$ cat src/rtl/alu_op_sequencer.sv
// Multicycle R-type ALU sequencer: drives a shared ALU, iterates shifts one bit per cycle, applies SLT fix-up.
// Build option: define ALU_SEQ_VAR_SHIFT_EN to accept SLLV/SRLV (amount taken from op_a[4:0]).
module alu_op_sequencer #(
  parameter int WIDTH = 32
) (
  input  logic             clk,
  input  logic             reset,
  input  logic             start,
  input  logic [5:0]       funct,
  input  logic [4:0]       shamt,
  input  logic [WIDTH-1:0] op_a,
  input  logic [WIDTH-1:0] op_b,
  input  logic [WIDTH-1:0] alu_y,
  output logic [WIDTH-1:0] alu_a,
  output logic [WIDTH-1:0] alu_b,
  output logic [4:0]       alu_select,
  output logic             alu_c_in,
  output logic             busy,
  output logic             done,
  output logic [WIDTH-1:0] result,
  output logic             illegal
);

  localparam logic [5:0] F_SLL  = 6'b000000;
  localparam logic [5:0] F_SRL  = 6'b000010;
  localparam logic [5:0] F_SLLV = 6'b000100;
  localparam logic [5:0] F_SRLV = 6'b000110;
  localparam logic [5:0] F_ADD  = 6'b100000;
  localparam logic [5:0] F_ADDU = 6'b100001;
  localparam logic [5:0] F_SUB  = 6'b100010;
  localparam logic [5:0] F_SUBU = 6'b100011;
  localparam logic [5:0] F_AND  = 6'b100100;
  localparam logic [5:0] F_OR   = 6'b100101;
  localparam logic [5:0] F_XOR  = 6'b100110;
  localparam logic [5:0] F_NOR  = 6'b100111;
  localparam logic [5:0] F_SLT  = 6'b101010;

  typedef enum logic [1:0] {ST_IDLE, ST_EXEC, ST_SHIFT, ST_DONE} state_t;

  state_t           state_r, state_s;
  logic [WIDTH-1:0] ra_r, ra_s, rb_r, rb_s, result_r, result_s;
  logic [5:0]       funct_r, funct_s;
  logic [4:0]       cnt_r, cnt_s;
  logic [4:0]       sel_r, sel_s;
  logic             cin_r, cin_s;
  logic             illegal_r, illegal_s, done_r, done_s, busy_r, busy_s;
  logic [4:0]       amt_s;
  logic             ovf_s, lt_s;

  // {select, c_in} driven while an operation sits in EXEC.
  function automatic logic [5:0] exec_code(input logic [5:0] f);
    case (f)
      F_ADD, F_ADDU: exec_code = 6'b00001_0;
      F_SUB, F_SUBU: exec_code = 6'b00010_1;
      F_AND:         exec_code = 6'b00100_0;
      F_OR:          exec_code = 6'b00101_0;
      F_XOR:         exec_code = 6'b00110_0;
      F_NOR:         exec_code = 6'b00101_1;
      F_SLT:         exec_code = 6'b00010_1;
      F_SLL, F_SRL:  exec_code = 6'b00011_1;
`ifdef ALU_SEQ_VAR_SHIFT_EN
      F_SLLV, F_SRLV: exec_code = 6'b00011_1;
`endif
      default:       exec_code = 6'b00000_0;
    endcase
  endfunction

  function automatic logic is_legal(input logic [5:0] f);
    case (f)
      F_ADD, F_ADDU, F_SUB, F_SUBU, F_AND, F_OR, F_XOR, F_NOR, F_SLT,
      F_SLL, F_SRL: is_legal = 1'b1;
`ifdef ALU_SEQ_VAR_SHIFT_EN
      F_SLLV, F_SRLV: is_legal = 1'b1;
`endif
      default:      is_legal = 1'b0;
    endcase
  endfunction

  function automatic logic is_shift(input logic [5:0] f);
    case (f)
      F_SLL, F_SRL: is_shift = 1'b1;
`ifdef ALU_SEQ_VAR_SHIFT_EN
      F_SLLV, F_SRLV: is_shift = 1'b1;
`endif
      default:      is_shift = 1'b0;
    endcase
  endfunction

  function automatic logic is_left(input logic [5:0] f);
    case (f)
      F_SLL:   is_left = 1'b1;
`ifdef ALU_SEQ_VAR_SHIFT_EN
      F_SLLV:  is_left = 1'b1;
`endif
      default: is_left = 1'b0;
    endcase
  endfunction

  // Shift amount source: variable shifts take it from rs, fixed shifts from shamt.
  always_comb begin
    amt_s = shamt;
`ifdef ALU_SEQ_VAR_SHIFT_EN
    if (funct == F_SLLV || funct == F_SRLV) begin
      amt_s = op_a[4:0];
    end else begin
      amt_s = shamt;
    end
`endif
  end

  // SLT: signed less-than recovered from the subtract result and its overflow.
  assign ovf_s = (ra_r[WIDTH-1] != rb_r[WIDTH-1]) && (alu_y[WIDTH-1] != ra_r[WIDTH-1]);
  assign lt_s  = alu_y[WIDTH-1] ^ ovf_s;

  // Next-state, datapath-register and registered-output decode.
  always_comb begin
    state_s   = state_r;
    ra_s      = ra_r;
    rb_s      = rb_r;
    funct_s   = funct_r;
    cnt_s     = cnt_r;
    result_s  = result_r;
    illegal_s = illegal_r;
    case (state_r)
      ST_IDLE: begin
        if (start) begin
          funct_s = funct;
          ra_s    = op_a;
          rb_s    = op_b;
          if (is_shift(funct) && (amt_s != 5'd0)) begin
            ra_s    = op_b;
            cnt_s   = amt_s;
            state_s = ST_SHIFT;
          end else begin
            state_s = ST_EXEC;
          end
        end else begin
          state_s = ST_IDLE;
        end
      end
      ST_EXEC: begin
        state_s = ST_DONE;
        if (!is_legal(funct_r)) begin
          illegal_s = 1'b1;
          result_s  = '0;
        end else if (funct_r == F_SLT) begin
          illegal_s = 1'b0;
          result_s  = {{(WIDTH-1){1'b0}}, lt_s};
        end else begin
          illegal_s = 1'b0;
          result_s  = alu_y;
        end
      end
      ST_SHIFT: begin
        ra_s  = alu_y;
        cnt_s = cnt_r - 5'd1;
        if (cnt_r == 5'd1) begin
          result_s  = alu_y;
          illegal_s = 1'b0;
          state_s   = ST_DONE;
        end else begin
          state_s = ST_SHIFT;
        end
      end
      ST_DONE: state_s = ST_IDLE;
      default: state_s = ST_IDLE;
    endcase

    done_s = (state_s == ST_DONE);
    busy_s = (state_s != ST_IDLE);
    case (state_s)
      ST_EXEC: {sel_s, cin_s} = exec_code(funct_s);
      ST_SHIFT: begin
        if (is_left(funct_s)) begin
          {sel_s, cin_s} = 6'b01000_0;
        end else begin
          {sel_s, cin_s} = 6'b10000_0;
        end
      end
      default: {sel_s, cin_s} = 6'b00000_0;
    endcase
  end

  // State and output registers with synchronous reset.
  always_ff @(posedge clk) begin
    if (reset) begin
      state_r   <= ST_IDLE;
      ra_r      <= '0;
      rb_r      <= '0;
      funct_r   <= 6'd0;
      cnt_r     <= 5'd0;
      result_r  <= '0;
      illegal_r <= 1'b0;
      done_r    <= 1'b0;
      busy_r    <= 1'b0;
      sel_r     <= 5'd0;
      cin_r     <= 1'b0;
    end else begin
      state_r   <= state_s;
      ra_r      <= ra_s;
      rb_r      <= rb_s;
      funct_r   <= funct_s;
      cnt_r     <= cnt_s;
      result_r  <= result_s;
      illegal_r <= illegal_s;
      done_r    <= done_s;
      busy_r    <= busy_s;
      sel_r     <= sel_s;
      cin_r     <= cin_s;
    end
  end

  assign alu_a      = ra_r;
  assign alu_b      = rb_r;
  assign alu_select = sel_r;
  assign alu_c_in   = cin_r;
  assign busy       = busy_r;
  assign done       = done_r;
  assign result     = result_r;
  assign illegal    = illegal_r;

endmodule
$ cat config.mk
export PLATFORM = sky130hd
export DESIGN_NAME = alu_op_sequencer
export DESIGN_NICKNAME = d
export VERILOG_FILES = /design/src/rtl/alu_op_sequencer.sv
export SDC_FILE = /design/constraint.sdc
export NUM_CORES = 1
export LEC_CHECK = 0
export BUFFER_PORTS_ARGS = -buffer_cell sky130_fd_sc_hd__buf_2
export CAP_MARGIN = 10
export CELL_PAD_IN_SITES_DETAIL_PLACEMENT = 0
export CELL_PAD_IN_SITES_GLOBAL_PLACEMENT = 1
export CORE_MARGIN = 2
export CORE_UTILIZATION = 34
export CTS_CLUSTER_SIZE = 12
export DETAILED_ROUTE_END_ITERATION = 10
export PLACE_DENSITY = 0.84
export SLEW_MARGIN = 10
export SYNTH_ARGS = -nofsm -noshare
export SYNTH_HDL_FRONTEND = slang
export SYNTH_SLANG_ARGS = --single-unit
$ cat constraint.sdc
create_clock -name clk -period 2.3 [get_ports clk]
set_clock_uncertainty 0.05 [all_clocks]
set_input_delay 0.115 -clock clk [delete_from_list [all_inputs] [get_ports clk]]
set_output_delay 0.115 -clock clk [all_outputs]
set_load 0.02 [all_outputs]
; ---- Word-level counts from Yosys, hierarchy flattened
; Cells that the tools add are included.
[totals]
ff_bits = 118
word_cells = 96
input_bits = 110
[op_classes]
n_mux = 29
eq_ne = 33
bitwise_logic = 2
n_addsub = 1
reduce_logical = 20
[ops]
columns = op, count
row1 = 32-bit 2-to-1 mux, 5
row2 = 32-bit one-hot mux with 2 select lines, 2
row3 = "6-bit == test, second input constant", 18
row4 = 4-bit one-hot mux with 7 select lines, 1
row5 = 5-bit one-hot mux with 2 select lines, 2
row6 = "6-bit by 2-bit == test with 1-bit output, second input constant", 3
row7 = 6-bit logical NOT, 3
row8 = 5-bit 2-to-1 mux, 3
row9 = 6-bit 2-to-1 mux, 2
row10 = 11-bit OR reduction, 1
row11 = 1-bit 2-to-1 mux, 10
row12 = "2-bit == test, second input constant", 4
row13 = 2-bit one-hot mux with 4 select lines, 1
row14 = 2-bit OR reduction, 4
row15 = "2-bit != test, second input constant", 3
row16 = 2-bit AND reduction, 3
row17 = 2-bit nonzero test, 3
row18 = "5-bit by 1-bit == test with 1-bit output, second input constant", 1
row19 = 5-bit nonzero test, 1
row20 = "5-bit by 1-bit subtractor with 5-bit output, second input constant", 1
row21 = "2-bit by 1-bit == test with 1-bit output, second input constant", 2
row22 = 2-bit 2-to-1 mux, 2
row23 = 3-bit AND reduction, 1
row24 = 3-bit OR reduction, 1
row25 = other kinds (6), 8

; ---- Logic depth before layout (Yosys ltp)
; Gate-level depths: netlist of run 1.
[depth]
depth_word = 13
mapped_depth = 10
depth_no_buf = 8

; ---- Worst setup path after synthesis of run 1
; OpenSTA, ideal clock, no wires.
[synth_path]
kind = register to register
startpoint = reg state_r[0]
endpoint = reg sel_r[0] (netlist: alu_select[0])
path_stages_with_launch = 11
slack_ns = 0.182
t_arrival_ns = 1.951
n_path_buf = 2
cell_sequence = dfxtp_1 > inv_1 > ha_1 > clkbuf_1 > clkbuf_1 > a31oi_1 > o22ai_1 > inv_2 > ha_1 > nand3b_1 > nor2_1
[synth_between]
elab_cells_between_ends = 24
[synth_rtl]
columns = item, line_no
row1 = start: declaration, 40  ; state_t state_r, state_s;
row2 = start signal: assignment, 199  ; state_r <= state_s;
row3 = 2-bit == test (tied with other cells), 124  ; case (state_r)
row4 = 2-bit one-hot mux with 4 select lines (*), 124
row5 = via state_s[0], 40
row6 = 2-bit == test or 2-bit by 1-bit == test with 1-bit output (tied branches), 171  ; case (state_s)
row7 = 5-bit one-hot mux with 2 select lines (*), 171
row8 = end signal: assignment, 208  ; sel_r <= sel_s;
row9 = end: declaration, 44  ; logic [4:0] sel_r, sel_s;
; Mark *: on every way through the listed nets, which the timed path passes. The rest lies on a longest branch.
; A chain may end at the register's enable or synchronous reset.

; ---- Final worst setup path of run 1
[layout_path]
startpoint = in funct[2]
endpoint = reg ra_r[29] (netlist: alu_a[29])
[layout_between]
elab_chain_cells = 9
elab_cells_between_ends = 10
[layout_rtl]
columns = item, line_no
row1 = start: declaration, 9  ; input logic [5:0] funct,
row2 = 6-bit by 2-bit == test with 1-bit output or 6-bit logical NOT (tied branches), 80  ; case (f)
row3 = 2-bit OR reduction (*), 80
row4 = 1-bit 2-to-1 mux (*), 80
row5 = 1-bit 2-to-1 mux (*), 126  ; if (start) begin
row6 = 1-bit 2-to-1 mux (*), 124
row7 = 1-bit logical AND (*), 130  ; if (is_shift(funct) && (amt_s != 5'd0)) begin
row8 = 32-bit 2-to-1 mux (*), 130
row9 = 32-bit 2-to-1 mux (*), 126
row10 = 32-bit one-hot mux with 2 select lines (*), 124
row11 = end signal: assignment, 200  ; ra_r <= ra_s;
row12 = end: declaration, 41  ; logic [WIDTH-1:0] ra_r, ra_s, rb_r, rb_s, result_r, result_s;
; Every way passes the cells marked *; elsewhere a longest branch is shown, timed or not. The select of a mux whose other input is x is not followed.

==> metrics.md, run 1 <==
| Metric | Value |
|---|---|
| Largest family of logic cells by synthesized area | compound AO/OA/AOI/OAI gates |
| Count of pins over their slew limit | 0 |
| Power share of the combinational group | 17.4% |
| MaxCap Viol Count | 0 |
| Seq/Total Area, Yosys | 47.87% |
| Drt pass-1 iters | 5 |
| WP data arrival | 2.45 ns |
| Worst path most repeated cell | dlygate4sd3_1 |
| Reg2Reg Depth | 8 |
| Synth cell count leaders | 118 x dfxtp_1, 79 x nand2_1, 64 x a22oi_1 |
| ANT cells | 0 |
| R2R Setup Slk | 0.12 ns |
| Synth Area in Compound Gates | 22.29% |
| Fin crit share | 95.80% |
| Post-route ant nets | 0 |
| Relative slew slack | 60.06% |
| Final cell count without fillers | 1080 |
| HPWL after DPL | 11.33 mm |
| Number of vias per cell | 5.038 |
| Number of cell rows | 44 |
| Die footprint | 15490 sq um |
| Adder-Cell Fraction of Synth Area | 2.535% |
| Warnings, synthesis | 0 |
| Syn_nets | 681 |
| GRT overflow | 0 |
| All-Layer GR Usage | 22.53% |
| Status | complete, no violations |
| Iter 0 DRT Violations | 276 |
| DRC viols | 0 |
| Port Buf Inserts | 214 |
| Pwr Density | 745.2 nW/um^2 |
| CP max FO | 19 |
| Slowest cell delay on critical path | 0.57 ns |
| Avg Inst Size Synth | 8.796 sq um |
| Top cell type's share of synthesized area | 47.87% |
| P_leak | 3.511 nW |
| Slew @ Worst Pin | 0.5990 ns |
| Clock Power Share | 44.6% |
| Simple-Gate Fraction of Synth Area | 15.54% |
| Initial antenna violation count | 0 |
| Final wirelength | 17.53 mm |
| Final setup viols | 0 |
| EDFF count, synth | 0 |
| RSZ-0062 raised after global routing | false |
| Flop pwr share | 38.0% |
| Htree depth | 4 |
| Top cells by area, synth | dfxtp_1 48%, a22oi_1 9.7%, mux2i_1 7.5%, nand2_1 6.0%, a21oi_1 4.6% |
| Top-count cell post-synth | dfxtp_1 |
| Yosys cell types | 41 |
| Cell-internal power | 0.004317 W |
| Clock Latency Late Sink | 0.41 ns |
| FFs w/ async S/R, synth | 0% |
| Setup crit end | alu_a[29]$_SDFFE_PP0P_ |
| Area of the multi-input gates | 2396 sq um |
| CP max-delay cell | dlygate4sd3_1 |
| Final hold violation count | 0 |
| FF-to-FF Start | state_r[0]$_SDFF_PP0_ |
| Die Ht | 124.5 um |
| CTS Sinks | 118 |
| CP required | 2.55 ns |
| Class of the most critical hold timing path | primary input to register |
| Yosys top cell by area | dfxtp_1 |
| VDD IR-drop max | 0.5039 mV |
| Critical path cell sequence | dlygate4sd3_1 -> buf_2 -> nor2_1 -> o211a_2 -> buf_6 -> mux2i_1 -> dlygate4sd3_1 -> o21ai_1 |
| Final setup margin | 0.09662 ns |
| Sequential cell area | 2362 sq um |
| # IOs | 215 |
| Area of the core | 14370 sq um |
| Pwr Total | 0.005906 W |
| CTS buffer count | 17 |
| Psw | 0.001589 W |
| Crit path kind | primary input to register |
| Vias | 5441 |
| Worst setup SP type | primary input |
| Post-Synth XOR/XNOR Area | 0% |
| Clock root buffer | clkbuf_16 |
| Period minus WS final | 2.203 ns |
| Syn-to-layout area delta | 60.60% |
| Largest net degree at the start of global routing | 55 |
| Post-synthesis register bit count | 118 |
| Clk pin slew, worst setup/hold paths | 0.06 ns |
| Multiplexer area fraction after synthesis | 7.505% |
| Layout cells sized above 1 | 31.36% |
| Main synth FF type | dfxtp_1 |
| FILL cells | 1299 |
| Die Span X | 124.5 um |
| CTS max path bufs | 2 |
| Setup crit start | funct[2] |
| Sw Ratio | 26.90% |
| Post-synthesis cell area | 4935 sq um |
| FF-to-FF End | alu_c_in$_SDFF_PP0_ |
| TritonCTS clock tree | built |
| Worst slack, placed | -0.06195 ns |
| Vias in the first global route | 5598 |
| Syn Inst Count | 561 |
| First-pass GRT wire length | 27.99 mm |
| Routability cong. | 0.8256 |
| Number of nets in the layout | 1003 |
| Placed Instances | 945 |
| Max frequency | 453.8 MHz |
| CP Capture Type | register |
| Drt wl/cell | 16.23 um |
| Starting Density | 34.34% |
[cells by family after synthesis]
family,count (synthesis)
fa+ha+maj,10
simple gates,174
mux,37
buf+inv,49
flops,118
compound gates,173
[per-stage QoR]
stage | hold slack (ns) | instance area, sq um | util, % | setup TNS [ns]
5_1_grt | 0.02661 | 7925 | 55.16 | 0
2_1_floorplan | 0.2010 | 4935 | - | 0
4_1_cts | 0.007768 | 7914 | 55.08 | 0
3_5_place_dp | 0.3239 | 6291 | 43.78 | -0.6051
3_3_place_gp | 0.3192 | 6291 | 43.78 | -0.3731
6_report | 0.02955 | 7925 | 55.16 | 0
[power by group through the flow]
stage / Combinational [W] / Sequential [W] / Clock, W
after CTS: 0.00102 / 0.00224 / 0.00267
after detailed placement: 0.000877 / 0.00228 / 0
after global routing: 0.00112 / 0.00226 / 0.00277
after floorplan: 0.000356 / 0.00242 / 0
after global placement: 0.000873 / 0.00228 / 0
final: 0.00103 / 0.00224 / 0.00263
[critical path: cells and delay by family]
family | cells | cell delay [ns]
AOI/OAI and AO/OA | 2 | 0.34
buffers and inverters | 4 | 1.55
muxes | 1 | 0.24
and+or+nand+nor | 1 | 0.19
[metal layers]
metal	track usage (%)	share of wire, %
met2	38.38	48
met5	0	0
met4	10.51	3.3
met1	25.56	42
met3	7.259	6.0
[how the worst min path moves through the flow]
stage | start | endpoint | slack, ns | depth (start not counted)
finish | shamt[0] | cnt_r[0]$_SDFFE_PP0P_ | 0.03 | 4
global placement | op_b[9] | alu_b[9]$_SDFFE_PP0P_ | 0.32 | 3
CTS | shamt[2] | cnt_r[2]$_SDFFE_PP0P_ | 0.008 | 4
floorplan | funct[4] | funct_r[4]$_SDFF_PP0_ | 0.20 | 2
global route | shamt[2] | cnt_r[2]$_SDFFE_PP0P_ | 0.03 | 4
detailed placement | op_b[8] | alu_b[8]$_SDFFE_PP0P_ | 0.32 | 3
[layout make-up]
class,count,area share [%]
clock buffers,23,6.157
clock inverters,9,1.247
inverters,7,0.3315
flip-flops and latches,118,29.81
multi-input cells,394,30.23
repair buffers,345,29.32
well taps,184,2.905
[timing repair]
| item | in CTS | in global routing |
|---|---|---|
| resized for setup | 1 | 3 |
| buffers inserted | 0 | 0 |
| endpoints found under the setup margin | 12 | 5 |
| endpoints found under the hold margin | 102 | 0 |
| hold buffers | 103 | 0 |
[state kept, by name, indices dropped and copies added (netlist names)]
| register | count |
|---|---|
| cnt_r | 5 |
| done | 1 |
| illegal | 1 |
| alu_a | 32 |
| funct_r | 6 |
| alu_c_in | 1 |
| result | 32 |
| busy | 1 |
| state_r | 2 |
| alu_b | 32 |
| alu_select | 5 |
[layout by cell type (no fill, tap or decap), drive strengths merged, types with 3 or more instances in the layout]
cell         netlist  final
buf               16    242
dfxtp            118    118
dlygate4sd3        0    103
nand2             79     79
a22oi             64     64
nor2              51     51
a21oi             46     46
o21ai             38     38
mux2i             37     37
clkbuf            26     23
nor2b             10     10
ha                10     10
nor3               8      8
clkinv             0      7
inv                7      7
nand3b             6      6
nand2b             6      6
or3                5      5
a31oi              5      5
a211oi             4      4
a21o               3      3
o31ai              3      3
Note: power is estimated with default switching activity, not from simulation.
==> run 2, diff against run 1 <==
Settings changed: BUFFER_PORTS_ARGS -buffer_cell sky130_fd_sc_hd__buf_2 to not set, CORE_UTILIZATION 34 to 45, DONT_BUFFER_PORTS set to 1, PLACE_DENSITY 0.84 to 0.83.
==> run 2 against run 1 <==
  * Utilization is 10 points higher
  * Critical path depth stayed put
  * Design area is 11% lower
  * Critical path type is now register to register
  * Critical endpoint is now alu_b[15]$_SDFFE_PP0P_
==> metrics.md, run 2 (synthesized netlist as in run 1, its figures left out) <==
| Metric | Value |
|---|---|
| Status | complete, no violations |
| Crit path kind | register to register |
| Setup TNS | 0 ns |
| Clock root buffer | clkbuf_8 |
| Area of the multi-input gates | 2395 sq um |
| First-pass GRT wire length | 25.14 mm |
| DRC viols | 0 |
| CTS buffer count | 17 |
| Sequential cell area | 2362 sq um |
| WP data arrival | 2.62 ns |
| Pwr Density | 812.2 nW/um^2 |
| CP required | 2.71 ns |
| Layout cells sized above 1 | 8.547% |
| HPWL after DPL | 9.943 mm |
| Relative slew slack | 70.32% |
| Post-CTS Setup Repair Bufs | 0 |
| Post-route ant nets | 0 |
| Drt wl/cell | 19.59 um |
| Fin util | 65.22% |
| RSZ-0062 raised after global routing | true |
| Psw | 0.001526 W |
| TritonCTS clock tree | built |
| Clock Power Share | 45.4% |
| Clk pin slew, worst setup/hold paths | 0.06 ns |
| Slew @ Worst Pin | 0.4452 ns |
| MaxCap Viol Count | 0 |
| CP Capture Type | register |
| Area of the core | 10790 sq um |
| ANT cells | 0 |
| VDD IR-drop max | 0.5132 mV |
| Class of the most critical hold timing path | primary input to register |
| Final setup viols | 0 |
| Die Ht | 108.7 um |
| Iter 0 DRT Violations | 342 |
| Clock Latency Late Sink | 0.52 ns |
| Worst slack, placed | 0.1451 ns |
| Final setup margin | 0.09574 ns |
| Power share of the combinational group | 12.3% |
| Most frequent cells in the layout | 131 x dlygate4sd3_1, 118 x dfxtp_1, 79 x nand2_1 |
| All-Layer GR Usage | 27.91% |
| Number of vias per cell | 5.803 |
| CTS max path bufs | 2 |
| Die footprint | 11820 sq um |
| Drt pass-1 iters | 6 |
| Period minus WS final | 2.204 ns |
| FILL cells | 822 |
| Syn-to-layout area delta | 42.65% |
| Vias | 4886 |
| Worst setup SP type | register |
| Placed Instances | 679 |
| Number of nets in the layout | 810 |
| Initial antenna violation count | 0 |
| GRT overflow | 0 |
| Die Span X | 108.7 um |
| Starting Density | 45.72% |
| Flop pwr share | 42.4% |
| Max frequency | 453.7 MHz |
| CTS Sinks | 118 |
| Count of pins over their slew limit | 0 |
| Largest net degree at the start of global routing | 85 |
| Sw Ratio | 26.69% |
| # IOs | 215 |
| Final cell count without fillers | 842 |
| CP max FO | 24 |
| Htree depth | 4 |
| Final wirelength | 16.49 mm |
| Pwr Total | 0.005717 W |
| Port Buf Inserts | 0 |
| Final hold violation count | 0 |
| P_leak | 2.649 nW |
| Commonest non-fill, non-tap cell in the layout | dlygate4sd3_1 |
| Fin crit share | 95.84% |
| Number of cell rows | 38 |
| Routability cong. | 0.8741 |
| Cell-internal power | 0.004191 W |
| Vias in the first global route | 4945 |
[run 2: cell types whose count changed in the layout (fill, tap and decap cells not counted), sizes merged]
| cell | previous run | this run |
|---|---|---|
| buf | 242 | 21 |
| clkbuf | 23 | 24 |
| clkinv | 7 | 3 |
| clkinvlp | 0 | 2 |
| dlygate4sd3 | 103 | 131 |
[run 2: worst max-delay path: stages, from the launching register on]
cell and delay (ns):
dfxtp_1 0.34, inv_1 0.08, ha_1 0.21, buf_4 0.16, nand2_1 0.16, buf_6 0.27
nand2_1 0.10, a21oi_1 0.18, dlygate4sd3_1 0.59
[run 2: final cells by class]
type | count | area share (%)
timing repair buffer | 152 | 21.26
inverter | 7 | 0.3733
clock buffer | 24 | 6.968
clock inverter | 7 | 1.333
sequential | 118 | 33.56
tap | 140 | 2.488
multi-input combinational | 394 | 34.02
[run 2: metal layers]
metal	vias to the layer above	track usage [%]	wire length (um)
li1	2250	-	-
met1	2299	31.72	6228
met2	295	47.10	8165
met3	42	9.325	1651
met4	0	13.37	449
met5	-	0	0
[run 2: path summary, 6_finish.rpt]
kind | startpoint | end | slack (ns) | depth (start not counted)
worst max-delay path | state_r[0]$_SDFF_PP0_ | alu_b[15]$_SDFFE_PP0P_ | 0.1 | 8
worst min-delay path | reset | alu_a[28]$_SDFFE_PP0P_ | 0.05 | 4
worst max register to register | state_r[0]$_SDFF_PP0_ | alu_b[15]$_SDFFE_PP0P_ | 0.1 | 8
worst min register to register | cnt_r[4]$_SDFFE_PP0P_ | cnt_r[4]$_SDFFE_PP0P_ | 0.44 | 2
[run 2: per-stage QoR]
stage	hold WS [ns]	area, sq um
floorplan	0.2010	4935
global placement	0.1407	5105
detailed placement	0.1441	5105
CTS	0.01921	7028
global route	0.04218	7039
finish	0.04583	7039
[run 2: power by group through the flow]
stage / logic [W] / registers, W / clock network [W]
after CTS: 0.000679 / 0.00242 / 0.00262
after floorplan: 0.000356 / 0.00242 / 0
after global placement: 0.000429 / 0.00246 / 0
after global routing: 0.000766 / 0.00244 / 0.00272
final: 0.000702 / 0.00242 / 0.00259
after detailed placement: 0.000444 / 0.00246 / 0
[run 2: repair_timing]
item,4_1_cts,5_1_grt
hold endpoints to repair,118,0
hold buffers,132,0
resized for setup,0,3
setup endpoints to repair,0,9
==> run 3, diff against run 2 <==
Settings changed: CORE_MARGIN 2 to 1.5, CTS_CLUSTER_DIAMETER set to 150, PLACE_DENSITY 0.83 to not set, PLACE_DENSITY_LB_ADDON set to 0.1.
==> run 3 against run 2 <==
  * Cell count is 2.0% lower
  * Via count is 4.3% lower
  * Register-to-register slack better by 0.09 ns
  * Flip-flop and latch count stayed put
  * Wire length is 3.2% lower
  * Count of clock-buffer cells in the layout stayed put
  * Combinational power is 3% lower
  * Worst hold slack worse by 0.036 ns
  * Die area is 1.8% lower
  * Utilization is 1.1 points lower
  * Largest cell class unchanged
  * Largest power group unchanged
==> metrics.md, run 3 (synthesized netlist as in run 1, its figures left out) <==
| Metric | Value |
|---|---|
| Drt pass-1 iters | 5 |
| CP Capture Type | register |
| Starting Density | 45.92% |
| Final hold violation count | 0 |
| Reg2Reg Depth | 9 |
| Worst path most repeated cell | ha_1 |
| FF-to-FF Start | state_r[0]$_SDFF_PP0_ |
| HPWL after DPL | 9.887 mm |
| Final setup margin | 0.1886 ns |
| Number of vias per cell | 5.665 |
| CP required | 2.64 ns |
| Setup crit end | alu_select[3]$_SDFF_PP0_ |
| Cell-internal power | 0.004257 W |
| First-pass GRT wire length | 24.21 mm |
| ANT cells | 0 |
| Critical path cell sequence | inv_1 -> ha_1 -> buf_4 -> a31oi_1 -> o22ai_2 -> inv_2 -> ha_1 -> nand3b_1 -> nor2_1 |
| Clock Latency Late Sink | 0.51 ns |
| Clock Power Share | 46.3% |
| Status | complete, no violations |
| GRT overflow | 0 |
| Relative slew slack | 54.61% |
| Hold WS | 0.009457 ns |
| Slowest cell delay on critical path | 0.36 ns |
| Post-CTS Setup Repair Bufs | 0 |
| Class of the most critical hold timing path | primary input to register |
| Slew @ Worst Pin | 0.6809 ns |
| Crit path kind | register to register |
| CTS buffer count | 17 |
| Most frequent cells in the layout | 118 x dfxtp_1, 111 x dlygate4sd3_1, 79 x nand2_1 |
| Port Buf Inserts | 0 |
| Drt wl/cell | 19.35 um |
| CTS Sinks | 118 |
| Worst slack, placed | -0.008848 ns |
| Psw | 0.001505 W |
| Setup crit start | state_r[0]$_SDFF_PP0_ |
| Period minus WS final | 2.111 ns |
| Die Span X | 107.7 um |
| Fin crit share | 91.80% |
| Max frequency | 473.6 MHz |
| Power share of the combinational group | 11.9% |
| Htree depth | 4 |
| Number of cell rows | 38 |
| Clock root buffer | clkbuf_8 |
| Vias | 4674 |
| Worst setup SP type | register |
| Die Ht | 107.7 um |
| CP max FO | 16 |
| WP data arrival | 2.46 ns |
| Initial antenna violation count | 0 |
| Area of the core | 10750 sq um |
| Commonest non-fill, non-tap cell in the layout | dfxtp_1 |
| Flop pwr share | 41.9% |
| MaxCap Viol Count | 0 |
| # IOs | 215 |
| All-Layer GR Usage | 27.25% |
| R2R Setup Slk | 0.19 ns |
| FF-to-FF End | alu_select[3]$_SDFF_PP0_ |
| Final setup viols | 0 |
| Number of nets in the layout | 792 |
| Post-route ant nets | 0 |
| TritonCTS clock tree | built |
| Hold_sp | start |
| DRC viols | 0 |
| RSZ-0062 raised after global routing | false |
| Sw Ratio | 26.12% |
| P_leak | 2.553 nW |
| Layout cells sized above 1 | 9.051% |
| Routability cong. | 0.8067 |
| Setup TNS | 0 ns |
| VDD IR-drop max | 0.4878 mV |
| Count of pins over their slew limit | 0 |
| CP max-delay cell | ha_1 |
| CTS max path bufs | 2 |
| Vias in the first global route | 4755 |
| Clk pin slew, worst setup/hold paths | 0.06 ns |
| Iter 0 DRT Violations | 303 |
| Largest net degree at the start of global routing | 85 |
| Syn-to-layout area delta | 39.73% |
| Die footprint | 11600 sq um |
| Final wirelength | 15.96 mm |
| Pwr Density | 835.6 nW/um^2 |
run 3: cell count changes in the layout (fill, tap and decap cells not counted), sizes merged:
cell | previous run | this run
buf | 21 | 23
bufinv | 2 | 3
dlygate4sd3 | 131 | 111
run 3: layout make-up:
class / instances / area (sq um)
repair buffers: 134 / 1329
well taps: 140 / 175.2
clock inverters: 8 / 120.1
clock buffers: 24 / 480.5
inverters: 7 / 26.28
multi-input cells: 394 / 2402
fillers: 905 / 3850
flip-flops and latches: 118 / 2362
run 3: critical path, delay by kind of cell, from the launching register on:
family | cells | cell delay (ns)
AO/OA/AOI/OAI | 2 | 0.35
adder cells (fa/ha/maj) | 2 | 0.68
flip-flops | 1 | 0.31
AND/OR/NAND/NOR | 2 | 0.16
buffers and inverters | 3 | 0.45
run 3: per-layer routing:
| layer | share of wire [%] | up-vias | global-route usage, % |
|---|---|---|---|
| met4 | 1.4 | 0 | 11.00 |
| met3 | 9.2 | 21 | 9.443 |
| met2 | 50 | 212 | 46.41 |
| met5 | 0 | - | 0 |
| li1 | - | 2216 | - |
| met1 | 40 | 2225 | 31.14 |
run 3: power groups by stage:
stage / combinational (W) / sequential [W] / clock (W)
finish: 0.000683 / 0.00241 / 0.00267
global route: 0.000745 / 0.00243 / 0.00281
CTS: 0.000672 / 0.00241 / 0.00270
detailed placement: 0.000459 / 0.00245 / 0
global placement: 0.000449 / 0.00245 / 0
floorplan: 0.000356 / 0.00242 / 0
run 3: how the worst min path moves through the flow:
| stage | end | depth (start not counted) |
|---|---|---|
| after floorplan | funct_r[4]$_SDFF_PP0_ | 2 |
| after global placement | busy$_SDFF_PP0_ | 1 |
| after detailed placement | busy$_SDFF_PP0_ | 1 |
| after CTS | alu_b[16]$_SDFFE_PP0P_ | 4 |
| after global routing | alu_b[20]$_SDFFE_PP0P_ | 4 |
| final | alu_b[15]$_SDFFE_PP0P_ | 4 |
run 3: through the flow:
| step | utilization (%) | instance area, sq um | std cells | total power (W) |
|---|---|---|---|---|
| floorplan | - | 4935 | 561 | 0.002779 |
| global placement | 47.88 | 5145 | 681 | 0.002904 |
| detailed placement | 47.88 | 5145 | 681 | 0.002913 |
| CTS | 64.11 | 6889 | 825 | 0.005788 |
| global route | 64.17 | 6895 | 825 | 0.005985 |
| finish | 64.17 | 6895 | 825 | 0.005762 |
run 3: what timing repair did:
action,CTS,global route
hold buffers,112,0
endpoints found under the setup margin,13,4
gates resized for setup,1,1
hold endpoints to repair,118,0
